`src/rtl/instr_sequencer_pkg.sv`:
```
// Shared types and constants for the xupt181 fetch/sequence stage.
package instr_sequencer_pkg;

    typedef enum logic [1:0] {
        S_IDLE  = 2'd0,
        S_FETCH = 2'd1,
        S_EXEC  = 2'd2
    } seq_state_e;

    // Jump-control bit positions inside the microcode control word.
    localparam int F_JMP_C = 15;
    localparam int F_JMP_Z = 14;

    // Both bits set: unconditional; a single bit selects its flag.
    function automatic logic jump_taken(input logic jmp_c, input logic jmp_z,
                                        input logic zero_flag, input logic carry_flag);
        return (jmp_c & jmp_z)
             | (jmp_z & ~jmp_c & zero_flag)
             | (jmp_c & ~jmp_z & carry_flag);
    endfunction

endpackage

```
`src/rtl/instr_sequencer_if.sv`:
```
// Bus between the sequencer (master) and program memory, control memory and datapath (slave).
interface instr_sequencer_if;

    logic [7:0]  imem_addr;
    logic [7:0]  imem_data;
    logic [3:0]  op;
    logic [1:0]  cnt;
    logic [3:0]  n;
    logic [15:0] f;
    logic        zero_flag;
    logic        carry_flag;
    logic [3:0]  acc;

    modport master (
        output imem_addr, op, cnt, n,
        input  imem_data, f, zero_flag, carry_flag, acc
    );

    modport slave (
        input  imem_addr, op, cnt, n,
        output imem_data, f, zero_flag, carry_flag, acc
    );

endinterface

```
`src/rtl/instr_sequencer.sv`:
```
// Fetch/sequence stage: fetches {op, n}, steps cnt 0..3 per instruction and
// performs jumps to {n, acc} on the cnt=1 edge as directed by f[15:14].
module instr_sequencer
    import instr_sequencer_pkg::*;
#(
    parameter int              ADDR_W   = 8,
    parameter logic [ADDR_W-1:0] RESET_PC = '0
) (
    input  logic              clk,
    input  logic              rst,
    input  logic              run,
    input  logic              step,
    input  logic              hold,
    instr_sequencer_if.master bus,
    output logic [ADDR_W-1:0] pc,
    output logic              busy,
    output logic              instr_done
);

    seq_state_e state;
    logic [7:0] ir;
    logic [1:0] cnt;
    logic       step_pend;
    logic       unused_f;

    always_ff @(posedge clk or negedge rst) begin
        if (!rst) begin
            state      <= S_IDLE;
            pc         <= RESET_PC;
            ir         <= '0;
            cnt        <= '0;
            step_pend  <= 1'b0;
            instr_done <= 1'b0;
        end else begin
            // NOTE: default-low first so instr_done is a single-cycle pulse and is 0 while held.
            instr_done <= 1'b0;
            if (!hold) begin
                unique case (state)
                    S_IDLE: begin
                        if (run) begin
                            state <= S_FETCH;
                        end else if (step) begin
                            state     <= S_FETCH;
                            step_pend <= 1'b1;
                        end
                    end
                    S_FETCH: begin
                        ir    <= bus.imem_data;
                        pc    <= pc + ADDR_W'(1);
                        cnt   <= '0;
                        state <= S_EXEC;
                    end
                    S_EXEC: begin
                        cnt <= cnt + 2'd1;
                        if (cnt == 2'd1 &&
                            jump_taken(bus.f[F_JMP_C], bus.f[F_JMP_Z], bus.zero_flag, bus.carry_flag))
                            pc <= {ir[3:0], bus.acc};
                        if (cnt == 2'd3) begin
                            instr_done <= 1'b1;
                            cnt        <= '0;
                            // Back-to-back fetch keeps the pipeline at 4 cycles per instruction.
                            if (run && !step_pend) begin
                                ir <= bus.imem_data;
                                pc <= pc + ADDR_W'(1);
                            end else begin
                                state     <= S_IDLE;
                                step_pend <= 1'b0;
                            end
                        end
                    end
                    default: state <= S_IDLE;
                endcase
            end
        end
    end

    // op/n are zero outside EXEC so op=0, cnt=0 addresses the inert control word.
    assign bus.op        = (state == S_EXEC) ? ir[7:4] : 4'h0;
    assign bus.n         = (state == S_EXEC) ? ir[3:0] : 4'h0;
    assign bus.cnt       = cnt;
    assign bus.imem_addr = pc;
    assign busy          = (state != S_IDLE);
    assign unused_f      = ^bus.f[F_JMP_Z-1:0];

endmodule

```
`src/flat_wrapper.sv`:
```
// flat-port wrapper written by rule: the top's interface ports become plain ports
module instr_sequencer_flat import instr_sequencer_pkg::*;
#(
    parameter int              ADDR_W   = 8,
    parameter logic [ADDR_W-1:0] RESET_PC = '0
)
  (clk, rst, run, step, hold, pc, busy, instr_done, bus_imem_addr, bus_op, bus_cnt, bus_n, bus_imem_data, bus_f, bus_zero_flag, bus_carry_flag, bus_acc);
  instr_sequencer_if bus_i ();
  input  logic clk;
  input  logic rst;
  input  logic run;
  input  logic step;
  input  logic hold;
  output logic [ADDR_W-1:0] pc;
  output logic busy;
  output logic instr_done;
  output wire logic [$bits(bus_i.imem_addr)-1:0] bus_imem_addr;
  output wire logic [$bits(bus_i.op)-1:0] bus_op;
  output wire logic [$bits(bus_i.cnt)-1:0] bus_cnt;
  output wire logic [$bits(bus_i.n)-1:0] bus_n;
  input wire logic [$bits(bus_i.imem_data)-1:0] bus_imem_data;
  input wire logic [$bits(bus_i.f)-1:0] bus_f;
  input wire logic [$bits(bus_i.zero_flag)-1:0] bus_zero_flag;
  input wire logic [$bits(bus_i.carry_flag)-1:0] bus_carry_flag;
  input wire logic [$bits(bus_i.acc)-1:0] bus_acc;
  assign bus_imem_addr = bus_i.imem_addr;
  assign bus_op = bus_i.op;
  assign bus_cnt = bus_i.cnt;
  assign bus_n = bus_i.n;
  assign bus_i.imem_data = bus_imem_data;
  assign bus_i.f = bus_f;
  assign bus_i.zero_flag = bus_zero_flag;
  assign bus_i.carry_flag = bus_carry_flag;
  assign bus_i.acc = bus_acc;
  instr_sequencer #(.ADDR_W(ADDR_W), .RESET_PC(RESET_PC)) u_core (.clk(clk), .rst(rst), .run(run), .step(step), .hold(hold), .bus(bus_i), .pc(pc), .busy(busy), .instr_done(instr_done));
endmodule
```
`config.mk`:
```
export PLATFORM = sky130hd
export DESIGN_NAME = instr_sequencer_flat
export DESIGN_NICKNAME = d
export VERILOG_FILES = /design/src/rtl/instr_sequencer_pkg.sv /design/src/rtl/instr_sequencer_if.sv /design/src/rtl/instr_sequencer.sv /design/src/flat_wrapper.sv
export SDC_FILE = /design/constraint.sdc
export NUM_CORES = 1
export LEC_CHECK = 0
export ABC_AREA = 1
export ABC_CLOCK_PERIOD_IN_PS = 2710
export CORE_MARGIN = 2
export CORE_UTILIZATION = 40
export CTS_CLUSTER_DIAMETER = 80
export CTS_CLUSTER_SIZE = 8
export DETAILED_ROUTE_END_ITERATION = 6
export DONT_BUFFER_PORTS = 1
export HOLD_SLACK_MARGIN = 0.03
export SYNTH_ARGS = -nofsm -noshare
export SYNTH_HDL_FRONTEND = slang
export SYNTH_SLANG_ARGS = --single-unit
```
`constraint.sdc`:
```
create_clock -name clk -period 2.71 [get_ports clk]
set_input_delay 0.271 -clock clk [delete_from_list [all_inputs] [get_ports clk]]
set_output_delay 0.271 -clock clk [all_outputs]
set_load 0.01 [all_outputs]
```
# == Yosys cells after proc, flatten, opt, wreduce, memory -nomap -nowiden ==
# Cells that the tools add are included.
# classes
muxes,24
n_addsub,2
bitwise_logic,10
n_reduce_logical,11
eq_ne,10
# op_table
op,count
$mux W8,5
$pmux W8 S2,2
$mux W2,5
$add A8 B1 Y8 const B,1
$mux W4,2
$reduce_and A4 Y1,2
$mux W1,7
$ne A2 B2 Y1 const B,3
$pmux W2 S3,1
$reduce_and A6 Y1,1
$reduce_bool A2 Y1,3
$and A1 B1 Y1,5
$eq A2 B1 Y1 const B,2
$eq A2 B2 Y1 const B,2
$ne A2 B1 Y1 const B,2
$pmux W2 S2,1
$ne A3 B3 Y1 const B,1
$not A1 Y1,3
$add A2 B1 Y2 const B,1
$logic_and A1 B1 Y1,2
$logic_not A2 Y1,1
$or A1 B1 Y1,2
$pmux W1 S2,1
$reduce_and A2 Y1,1
$logic_not A1 Y1,1
# word_totals
reg_bits,22
output_inout_bits,28
word_cells,63
in_bits,35

# == Longest topological paths before layout ==
# Gate-level depths: netlist (run 1).
# depth
depth_word,10
depth_mapped,10
ltp_nobuf,10

# == Worst setup path before layout (run 1) ==
# OpenSTA, ideal clock, no wires.
# synth_path
path_kind,reg2reg
startpoint,register u_core.state[0]
endpoint,register u_core.ir[2]
required_ps,2636
setup_time_ps,74
period_less_slack_ps,1360
t_arrival_ps,1286
slack_ps,1350
path_stages_with_launch,8
n_path_buf,2
path_cell_list,dfrtp_1 -> inv_1 -> ha_1 -> buf_6 -> o211ai_4 -> buf_6 -> nand2_2 -> o21ai_2
# synth_between
elab_chain_len,3
word_cells_on_any_way,7
cone_classes,eq/ne: 4; mux: 1; reduce/logical: 2
# synth_rtl
element,line_no,text
start: declaration,instr_sequencer.sv:20,seq_state_e state;
start signal: assignment,instr_sequencer.sv:28,state <= S_IDLE;
start signal: assignment,instr_sequencer.sv:41,state <= S_FETCH;
start signal: assignment,instr_sequencer.sv:43,state <= S_FETCH;
$eq A2 B2 Y1 / $eq A2 B1 Y1 (equally long branches),instr_sequencer.sv:38,unique case (state)
$ne A2 B1 Y1 (no line) / $reduce_bool A2 Y1 (equally long branches),-,
$reduce_and A4 Y1 (no line),-,
end signal: assignment,instr_sequencer.sv:48,ir <= bus.imem_data;
end signal: assignment,instr_sequencer.sv:63,ir <= bus.imem_data;
end: declaration,instr_sequencer.sv:21,logic [7:0] ir;
# Several ways; a longest one is shown, not always the timed one.
# A chain may end at the register's enable or synchronous reset.

# == Worst setup path after layout (run 1) ==
# layout_path
startpoint,register u_core.state[0]
endpoint,output bus_n[1]
# layout_between
elab_chain_len,2
# layout_rtl
element,line_no,text
$eq A2 B2 Y1,instr_sequencer.sv:79,assign bus.n = (state == S_EXEC) ? ir[3:0] : 4'h0;
$mux W4,instr_sequencer.sv:79,
end: declaration,flat_wrapper.sv:20,output wire logic [$bits(bus_i.n)-1:0] bus_n;
# No other way between the ends.

==> results of run 1 <==
-- worst max path at each step --
stage / slack, ns / endpoint / startpoint
after floorplan: 1.35 / u_core.ir[2] / u_core.state[0]
after global placement: 0.71 / u_core.ir[6] / u_core.state[0]
after detailed placement: 0.74 / u_core.ir[4] / u_core.state[0]
after CTS: 0.68 / bus_n[1] / u_core.state[0]
after global routing: 0.53 / u_core.ir[6] / u_core.state[0]
final: 0.70 / bus_n[1] / u_core.state[0]
-- cells by family after synthesis --
kind of cell / count (synthesis) / share of synthesized area
AOI/OAI and AO/OA: 22 / 0.1075
and+or+nand+nor: 107 / 0.3306
DFF: 22 / 0.3557
adders and majority gates: 7 / 0.05659
xor gates and xnor gates: 1 / 0.005660
buffers and inverters: 47 / 0.1439
-- per-layer routing --
layer  vias to the layer above  track usage  wire length (µm)
met5                         -            0                 0
met4                         0      0.06122                46
met3                         4      0.03918               179
met2                        42       0.2275              1286
met1                       526       0.2019              1503
li1                        618            -                 -
-- power by group --
group,internal [W],leakage (nW),switching (W)
sequential,0.000472,0.277,0.000227
clock,0.000198,0.0357,0.000115
combinational,0.000332,0.530,0.000593
-- state kept, by name, indices dropped and copies added, names as in the netlist --
signal and flops:
u_core.bus.cnt 2, u_core.bus.imem_addr 8, u_core.instr_done 1, u_core.ir 8
u_core.state 2, u_core.step_pend 1
-- metrics by stage --
| step | setup WS [ns] | hold WS (ns) | util | area, µm² | total power, W |
|---|---|---|---|---|---|
| floorplan | 1.350 | -0.02459 | - | 1548 | 0.001550 |
| global placement | 0.7145 | -0.02396 | 0.4121 | 1520 | 0.001623 |
| detailed placement | 0.7362 | -0.02398 | 0.4121 | 1520 | 0.001633 |
| CTS | 0.6794 | 0.05112 | 0.4342 | 1602 | 0.001961 |
| global route | 0.5254 | 0.05659 | 0.4342 | 1602 | 0.002138 |
| finish | 0.7028 | 0.06097 | 0.4342 | 1602 | 0.001937 |
-- Yosys cell counts --
library cell  count  area [µm²]
dfrtp_1          22       550.5
nor2_2            2       12.51
xnor2_1           1       8.760
buf_6             2       22.52
nor2_4            2       22.52
or2_0             1       6.260
inv_1            30       112.6
nand3_1          24       120.1
ha_1              7       87.58
nand2_1          58       217.7
o22ai_1           1       6.260
o21ai_0           2       10.01
buf_2             1       5.000
nand2_2           7       43.79
or2_2             1       6.260
o21ai_1           4       20.02
nor2_1            4       15.01
o21bai_1          1       7.510
nor3_1            2       10.01
nand3b_1          1       7.510
a21o_1            1       7.510
nand2_4           3       33.78
o21ai_2           9       78.83
nand3_2           1       10.01
buf_4             8       60.06
a21oi_1           3       15.01
or2_1             1       6.260
o211ai_4          1       21.27
inv_2             6       22.52
-- layout make-up --
cell class / instances / area share
multi-input combinational: 137 / 0.4836
clock buffer: 3 / 0.02578
timing repair buffer: 1 / 0.006250
inverter: 36 / 0.08438
sequential: 22 / 0.3437
clock inverter: 1 / 0.01875
tap: 48 / 0.03750
-- placed cells by master (no fill, tap or decap), types with 2 or more instances in the layout --
cell type	instances
nor2_1	4
nor2_4	2
a21oi_1	3
ha_1	7
o21ai_1	4
o21ai_0	2
inv_2	6
dfrtp_1	22
nand3_1	24
nor3_1	2
inv_1	30
nand2_2	7
clkbuf_8	3
o21ai_2	9
nand2_4	3
nor2_2	2
nand2_1	58
-- repair_timing --
| action | in CTS | in global routing |
|---|---|---|
| hold buffers | 1 | 0 |
| resized for setup | 0 | 0 |
| endpoints found under the hold margin | 22 | 0 |
| setup buffers | 0 | 0 |
==> results.cfg, run 1 <==
[critical_path]
path_cells = inv_1, ha_1, nand2_1, inv_1
rrSetupSlack_ns = 0.76
ff2ff_path_depth = 6
required_ns = 2.44
path_delay_family = adder cells
crit_fanout = 16
reg2reg_to = u_core.ir[4]
crit_path_start_kind = flop
cp-end-kind = output pin
worstPathArrival_ns = 1.74
cpMaxStageDelayCell = ha_1
rr_startpoint = u_core.state[0]
slowest_delay_ns = 0.66
crit_top_cell = inv_1
crit_cells = 4
path_buf_inv = 2
path_class = flop to output pin

[finish]
layoutNonFillerInstCount = 248
fin_nets = 243
antennaDiodeCount = 0
regArea_um2 = 550.5
area_delta_synth_final_pct = 3.476
drive_gt1_frac = 0.1800
multi_input_area_um2 = 774.5
fillCellCount = 396

[clock_network]
cts_buffer_depth = 2
cts_sinks = 22
cts.clk_slew.worst_paths_ns = 0.09
tritoncts = yes
insertion_delay_ns = 0.27
clock-root-buffer = clkbuf_8
cts_made_buffers = 3
h-tree-depth = 1

[run]
max-cap-violations = 0

[placed_design]
hpwlAfterDp_um = 2213
port_buffers = 0
place_congestion = 0.7853
dpl.cell_count = 243

[timing]
final-setup-viol-count = 0
relSlewSlack = 0.3215
grt_setup_unrepaired = false
fmax_ghz = 0.4982
period_needed_ns = 2.007
clock_skew_ns = 0.005787
finalHoldViolCount = 0
fin_setup_tns_ns = 0
worst_slew_pin_slew_ns = 1.014
fin_crit_sh = 0.7407
slew_viol_final = 0

[floorplan]
die_w_um = 66.21
io_pins = 63
die_area_mm2 = 0.004383
num_rows = 22
core_mm2 = 0.003689
initial_core_util = 0.4196
chipHeight_um = 66.21

[detailed_routing]
wl_um = 3016
via_count = 1190
drtIter0Drc = 75
via_per_inst = 4.798
drc = 0
wl_per_cell_um = 12.16
detail-route-antenna-nets = 0
dr.pass1.iters = 4

[global_route]
grt_max_degree = 23
grt-ovfl-total = 0
antenna_found_initial = 0
track_usage = 0.1502
grt_pass1_vias = 1076
grt_pass1_wl_um = 5043

[pwr]
peakVddDrop_mv = 0.3947
leakage_nw = 0.8429
power.density_mw_per_mm2 = 1209

[outcome]
status = finished, final reports clean

[yosys]
yosys_warnings = 0
synth_area_mm2 = 0.001548
syn_inst = 206
synth-seq-area-share = 0.3557
ys_types = 29
synth_nets = 248
synth.ff_latch_count = 22
synth_area_per_cell_um2 = 7.513

[worst_hold_path]
whs_path_depth = 1
hold_end = u_core.instr_done
hp-start = hold
hold_path.class = input pin to flop
Power figures use the tool's default switching activity.
==> run 2: changes to the inputs <==
ABC_CLOCK_PERIOD_IN_PS = 2000   (was 2710)
clock period = 2 ns   (was 2.71 ns; I/O delays follow)
==> run 2 against run 1 <==
- final area grew 2.2%
- setup slack lost 0.38 ns
- sequential share of layout area down 0.74 points
- first-iteration DRC count shrank 16%
- global-route usage rose by 0.93 points
- register-to-register slack worse by 0.34 ns
- clock power up 35%
- die area unchanged
- routed wire length is 2.0% higher
- via count increased by 3.2%
- power up 38%
- cell count rose by 1.6%
==> results.cfg, run 2 (synthesis gave the netlist of run 1 again) <==
[outcome]
status = finished, final reports clean

[clock_network]
cts.clk_slew.worst_paths_ns = 0.09
tritoncts = yes
h-tree-depth = 1
cts_sinks = 22
cts_buffer_depth = 2
clock-root-buffer = clkbuf_8
postCtsSetupRepairBufs = 0
cts_made_buffers = 3
insertion_delay_ns = 0.27

[timing]
relSlewSlack = 0.2810
grt_setup_unrepaired = false
clock_skew_ns = 0.006744
fin_setup_tns_ns = 0
period_needed_ns = 1.682
fmax_ghz = 0.5946
slew_viol_final = 0
finalHoldViolCount = 0
final-setup-viol-count = 0
worst_slew_pin_slew_ns = 1.075
fin_crit_sh = 0.8410

[detailed_routing]
via_per_inst = 4.873
wl_um = 3075
wl_per_cell_um = 12.20
dr.pass1.iters = 4
drtIter0Drc = 63
detail-route-antenna-nets = 0
drc = 0
via_count = 1228

[global_route]
track_usage = 0.1595
grt_pass1_vias = 1158
grt_pass1_wl_um = 5437
grt_max_degree = 23
antenna_found_initial = 0
grt-ovfl-total = 0

[finish]
postLayoutCellArea_mm2 = 0.001637
layoutNonFillerInstCount = 252
regArea_um2 = 550.5
final_common_cell = nand2_1
utilization = 0.4437
layout_common_cells = nand2_1 (58), inv_1 (30), nand3_1 (24)
area_delta_synth_final_pct = 5.740
drive_gt1_frac = 0.1961
fillCellCount = 395
fin_nets = 247
antennaDiodeCount = 0
multi_input_area_um2 = 777.0

[worst_hold_path]
hp-start = bus_imem_data[6]
hold_end = u_core.ir[6]
hold_path.class = input pin to flop
whs_path_depth = 2

[placed_design]
place_congestion = 0.7899
port_buffers = 0
hpwlAfterDp_um = 2272
dpl.cell_count = 246
placed_cell_area_mm2 = 0.001543

[floorplan]
die_w_um = 66.21
core_mm2 = 0.003689
io_pins = 63
chipHeight_um = 66.21
num_rows = 22
die_area_mm2 = 0.004383
initial_core_util = 0.4196

[critical_path]
crit_path_start_kind = flop
crit_fanout = 8
path_class = flop to output pin
ff2ff_path_depth = 7
worstPathArrival_ns = 1.48
cp-end-kind = output pin
required_ns = 1.80
reg2reg_to = u_core.ir[5]
rr_startpoint = u_core.state[0]
rrSetupSlack_ns = 0.42

[pwr]
power.density_mw_per_mm2 = 1632
leakage_nw = 0.8600
peakVddDrop_mv = 0.5818
finalPower_w = 0.002671

[run]
max-cap-violations = 0
run 2: worst max-delay path by stage:
stage | from | end | slack, ns | depth (start not counted)
after floorplan | u_core.state[0] | u_core.ir[2] | 0.64 | 7
after global placement | u_core.state[0] | u_core.ir[6] | 0.27 | 7
after detailed placement | u_core.state[0] | u_core.ir[5] | 0.26 | 7
after CTS | u_core.state[0] | bus_n[1] | 0.13 | 5
after global routing | u_core.state[0] | bus_n[1] | 0.18 | 5
final | u_core.state[0] | bus_n[1] | 0.32 | 5
run 2: routing by layer:
metal	global-route usage	up-vias	share of wire
li1	-	631	-
met4	0.06122	0	0.012
met1	0.2219	551	0.50
met2	0.2350	42	0.44
met3	0.04089	4	0.050
met5	0	-	0
run 2: report_power, final:
part / internal (W) / switching, W
combinational: 0.000491 / 0.000811
sequential: 0.000640 / 0.000307
clock: 0.000268 / 0.000154
total: 0.00140 / 0.00127
run 2: stage by stage:
stage               hold slack, ns  setup slack [ns]
finish                     0.05761            0.3181
global route               0.04418            0.1767
CTS                        0.05364            0.1276
detailed placement        -0.09497            0.2620
global placement          -0.09494            0.2658
floorplan                 -0.09559            0.6397
run 2: worst max-delay path, stage by stage, from the launching register on:
cell     delay (ns)
dfrtp_1        0.42
inv_1          0.09
ha_2           0.35
buf_4          0.20
nand2_1        0.06
inv_1          0.10
run 2: final cells by class:
cell class,count,area share
clock inverters,1,0.01835
flip-flops and latches,22,0.3364
inverters,36,0.08257
well taps,48,0.03670
repair buffers,5,0.02599
clock buffers,3,0.02523
multi-input cells,137,0.4748
run 2: timing repair:
action / 4_1_cts / 5_1_grt
setup endpoints to repair: 0 / 1
hold buffers: 2 / 0
resized for setup: 0 / 1
hold endpoints to repair: 23 / 0
